`src/rtl/uart_rx_fifo.sv`:
```
// Receive-side byte FIFO between the UART receiver core and the register interface.
// Optional watermark flag on level_irq is enabled by defining UART_RX_FIFO_WATERMARK_EN.
module uart_rx_fifo #(
  parameter  int DATA_W    = 8,
  parameter  int DEPTH     = 16,
  parameter  int WATERMARK = 8,
  localparam int ADDR_W    = $clog2(DEPTH)
) (
  input  logic              clk,
  input  logic              rst,
  input  logic              wr_valid,
  input  logic [DATA_W-1:0] wr_data,
  input  logic              rd_en,
  input  logic              flush,
  input  logic              clr_overrun,
  output logic [DATA_W-1:0] rd_data,
  output logic              rd_valid,
  output logic              empty,
  output logic              full,
  output logic [ADDR_W:0]   count,
  output logic              overrun,
  output logic              level_irq
);

  localparam logic [ADDR_W:0] CNT_FULL = (ADDR_W+1)'(DEPTH);
  localparam logic [ADDR_W:0] ONE      = (ADDR_W+1)'(1);

  if ((DEPTH < 2) || ((DEPTH & (DEPTH - 1)) != 0)) begin : g_bad_depth
    $error("uart_rx_fifo: DEPTH must be a power of two and at least 2");
  end
  if ((WATERMARK < 1) || (WATERMARK > DEPTH)) begin : g_bad_watermark
    $error("uart_rx_fifo: WATERMARK must lie in 1..DEPTH");
  end

  logic [DATA_W-1:0] mem [DEPTH];
  logic [ADDR_W:0]   wr_ptr;
  logic [ADDR_W:0]   rd_ptr;
  logic [ADDR_W:0]   count_nxt;
  logic              push_ok;
  logic              pop_ok;
  logic              drop;

  // A pop frees a slot in the same cycle, so a push into a full FIFO is still taken.
  always_comb begin
    pop_ok    = rd_en && !flush && !empty;
    push_ok   = wr_valid && !flush && (!full || pop_ok);
    drop      = wr_valid && !flush && !push_ok;
    count_nxt = count;
    if (flush)
      count_nxt = '0;
    else if (push_ok && !pop_ok)
      count_nxt = count + ONE;
    else if (pop_ok && !push_ok)
      count_nxt = count - ONE;
  end

  always_ff @(posedge clk) begin
    if (push_ok)
      mem[wr_ptr[ADDR_W-1:0]] <= wr_data;
  end

  always_ff @(posedge clk) begin
    if (!rst) begin
      wr_ptr   <= '0;
      rd_ptr   <= '0;
      count    <= '0;
      empty    <= 1'b1;
      full     <= 1'b0;
      rd_data  <= '0;
      rd_valid <= 1'b0;
      overrun  <= 1'b0;
    end else begin
      count    <= count_nxt;
      empty    <= (count_nxt == '0);
      full     <= (count_nxt == CNT_FULL);
      rd_valid <= pop_ok;
      if (flush) begin
        wr_ptr <= '0;
        rd_ptr <= '0;
      end else begin
        if (push_ok)
          wr_ptr <= wr_ptr + ONE;
        if (pop_ok) begin
          rd_ptr  <= rd_ptr + ONE;
          rd_data <= mem[rd_ptr[ADDR_W-1:0]];
        end
      end
      // A drop coinciding with a clear keeps the flag set.
      if (drop)
        overrun <= 1'b1;
      else if (clr_overrun)
        overrun <= 1'b0;
    end
  end

`ifdef UART_RX_FIFO_WATERMARK_EN
  localparam logic [ADDR_W:0] CNT_WM = (ADDR_W+1)'(WATERMARK);

  always_ff @(posedge clk) begin
    if (!rst)
      level_irq <= 1'b0;
    else
      level_irq <= (count_nxt >= CNT_WM);
  end
`else
  assign level_irq = 1'b0;
`endif

endmodule
```
`config.mk`:
```
export PLATFORM = sky130hd
export DESIGN_NAME = uart_rx_fifo
export DESIGN_NICKNAME = d
export VERILOG_FILES = /design/src/rtl/uart_rx_fifo.sv
export SDC_FILE = /design/constraint.sdc
export NUM_CORES = 1
export LEC_CHECK = 0
export CELL_PAD_IN_SITES_DETAIL_PLACEMENT = 0
export CELL_PAD_IN_SITES_GLOBAL_PLACEMENT = 1
export CORE_ASPECT_RATIO = 1.5
export CORE_MARGIN = 2
export CORE_UTILIZATION = 51
export DETAILED_ROUTE_END_ITERATION = 6
export GPL_ROUTABILITY_DRIVEN = 1
export PLACE_DENSITY_LB_ADDON = 0.1
export SLEW_MARGIN = 15
export SYNTH_ARGS = -nofsm -noshare
export SYNTH_HDL_FRONTEND = slang
export SYNTH_SLANG_ARGS = --single-unit
export TNS_END_PERCENT = 30
```
`constraint.sdc`:
```
create_clock -name clk -period 2.58 [get_ports clk]
set_input_delay 0.774 -clock clk [delete_from_list [all_inputs] [get_ports clk]]
set_output_delay 0.774 -clock clk [all_outputs]
set_load 0.05 [all_outputs]
```
==> flow_metrics.py <==
metrics = {
    "finish": {
        "area_growth_pct": 20.0,
        "post-route-util_pct": 63.1,
        "num-nets-final": 441,
        "diodes": 0,
        "mostFrequentLayoutCells": "edfxtp_1 (128), nand2_1 (34), mux4_2 (32)",
        "final_common_cell": "edfxtp_1",
        "num-fill-cells": 869,
        "fin_cells": 583,
        "drive_gt1_share_pct": 23.8,
        "finalInstanceArea_sq_um": 7310,
    },
    "power": {
        "power.density_nw_per_um2": 712,
        "p_clk_share_pct": 44.6,
        "leakage_nw": 2.43,
        "switching_share_pct": 19.7,
        "power_frac_comb_pct": 3.5,
        "power_switching_w": 0.00103,
        "peakVddDrop_mv": 0.466,
        "seq_power_share_pct": 51.9,
        "p_int_w": 0.00418,
    },
    "worst_setup_path": {
        "cp_slowest_cell": "clkdlybuf4s50_1",
        "cp-start-kind": "register",
        "r2r-end": "rd_data[2]",
        "cp_max_fo": 7,
        "ff2ff_setup_slack_ps": 710,
        "rr_worst_depth": 6,
        "arrival_ps": 1720,
        "crit_buf_inv": 1,
        "cp.depth": 1,
        "crit_chain": "clkdlybuf4s50_1",
        "path_class": "register to output pin",
        "rr_startpoint": "rd_ptr[0]",
        "critPathRequiredTime_ps": 1810,
        "max_stage_delay_ps": 850,
        "crit_family": "buffers and inverters",
        "crit_path_end_kind": "output pin",
    },
    "route": {
        "avgRoutedWirePerCell_um": 21.7,
        "dr.max_layer_used": "met4",
        "antenna_left": 0,
        "firstDrtPassIters": 4,
        "wirelength_mm": 12.6,
        "dr_wl_met2_mm": 7.15,
        "drt_iter0_markers": 245,
        "via_per_inst": 5.56,
        "drc": 0,
        "vias": 3243,
        "dr_wl_met3_um": 344,
        "met1_length_mm": 4.86,
    },
    "logic_synthesis": {
        "dominantRegCellSynth": "edfxtp_1",
        "synth.area.top_cells": "edfxtp_1 (63%), mux4_2 (12%), dfxtp_1 (8.2%), a22oi_1 (2.1%), nand2_1 (2.1%)",
        "ys_seq_area_share_pct": 71.3,
        "synth_largest_type_area_fraction_pct": 63.1,
        "syn_nets": 377,
        "netlist_area_sq_um": 6090,
        "synth.distinct_cells": 48,
        "yosysTopAreaCell": "edfxtp_1",
        "async_flop_share_pct": 0,
        "ys_ff_latch": 153,
        "synthCells": 356,
        "syn_avg_cell_area_sq_um": 17.1,
        "ys_warn_count": 0,
        "synth_edf_count": 128,
    },
    "sta": {
        "worstMarginPinSlew_ps": 673,
        "layout_min_cycle_time_ps": 2500,
        "setup_violations": 0,
        "finClkSkew_ps": 14.5,
        "hold_viol": 0,
        "maxSlewViolCount": 0,
        "timing.fmax_mhz": 401,
        "rsz0062_at_grt": "false",
        "setup_tns_ps": 0,
        "setup_ws_ps": 83.7,
        "slew_headroom_pct": 55.0,
        "finalCritPeriodShare_pct": 96.8,
    },
    "place": {
        "hpwlAfterDp_mm": 8.22,
        "place_area_sq_um": 6740,
        "place_congestion": 0.744,
        "dp_slack_ps": -158,
        "portBuffers": 30,
        "placed_cells": 551,
    },
    "cts": {
        "htreeDepth": 4,
        "cts_buffer_depth": 2,
        "cts-root-buf": "clkbuf_16",
        "cts_buffers": 17,
        "clk_pin_slew_worst_paths_ps": 60,
        "insertion_delay_ps": 420,
        "post_cts_buffers": 0,
        "numClockSinks": 153,
        "cts_tree": "built",
    },
    "global_route": {
        "grt_pass1_wl_mm": 19.1,
        "grt_usage_pct": 21.5,
        "antenna_found_initial": 0,
        "grt_pass1_vias": 3393,
        "grt_max_degree": 36,
        "grt-ovfl-total": 0,
    },
    "floorplan": {
        "dieArea_sq_um": 12900,
        "dieWidth_um": 93.2,
        "start_util_pct": 52.6,
        "ioPinCount": 32,
        "core_area_sq_um": 11600,
        "die_y_um": 138,
        "row_count": 48,
    },
    "hold_path": {
        "hp-class": "register to register",
        "worstHoldEndpoint": "rd_data[4]",
        "hold_path_depth": 2,
        "hp-start": "rd_data[4]",
    },
    "status": {
        "status": "complete, no violations",
    },
    "flow_run": {
        "cap_violations": 0,
    },
}
[power groups by stage]
stage / clock network, W / logic (W) / registers, W
CTS: 0.00237 / 0.000185 / 0.00270
detailed placement: 0 / 0.000184 / 0.00275
global route: 0.00246 / 0.000199 / 0.00270
floorplan: 0 / 0.0000676 / 0.00277
finish: 0.00232 / 0.000184 / 0.00270
global placement: 0 / 0.000182 / 0.00275
[repair_timing]
action / CTS / global route
hold buffers: 0 / 0
resized for setup: 0 / 3
endpoints found under the setup margin: 0 / 3
[routing by layer]
layer,track usage (%),up-vias
met2,38.8,67
met1,24.6,1652
li1,-,1508
met3,4.84,16
met4,8.66,0
met5,0,-
[worst max-delay path by stage]
stage             start  slack (ps)   endpoint
2_1_floorplan     flush         190  mem[3][0]
4_1_cts        count[0]           6   count[0]
5_1_grt            full           9       full
3_5_place_dp      rd_en        -160      empty
3_3_place_gp      flush        -110       full
6_report           full          80       full
[kinds of logic after synthesis]
family | Yosys count | share of synthesized area, %
flops | 153 | 71.3
xor+xnor | 9 | 1.42
mux | 32 | 11.8
other cells | 1 | 0.0615
fa+ha+maj | 7 | 1.44
buf+inv | 25 | 2.05
compound gates | 39 | 4.39
simple gates | 90 | 7.52
[Yosys cell counts (2+ instances only)]
cell type and n:
nor2b_1 3, inv_1 7, nor2_1 23, buf_6 2, buf_4 3, nor3_1 7
and2_1 4, a21oi_1 2, ha_1 7, xnor2_1 4, nand2_1 34, edfxtp_1 128
buf_2 4, o21ai_0 4, clkbuf_1 7, nand2b_1 4, dfxtp_1 25, o21ai_1 8
xor2_1 4, a22oi_1 17, mux4_2 32
[sequential cells by signal (all words and copies together) (netlist names)]
register and count:
mem 128, count 5, full 1, overrun 1, wr_ptr 4, empty 1
rd_data 8, rd_valid 1, rd_ptr 4
[per-stage QoR]
stage,hold WS [ps],total power (W)
3_3_place_gp,438,0.00293
5_1_grt,472,0.00536
6_report,450,0.00520
4_1_cts,456,0.00525
3_5_place_dp,446,0.00294
2_1_floorplan,500,0.00284
[final cells by class]
type                       count  area (sq um)  share of cell area, %
clock inverter                 6          32.5                  0.445
tap                          150           188                   2.57
inverter                       8          30.0                  0.411
clock buffer                  26           532                   7.27
multi-input combinational    178          1620                   22.2
timing repair buffer          62           561                   7.67
sequential                   153          4350                   59.4
(Power assumes the default switching activity.)
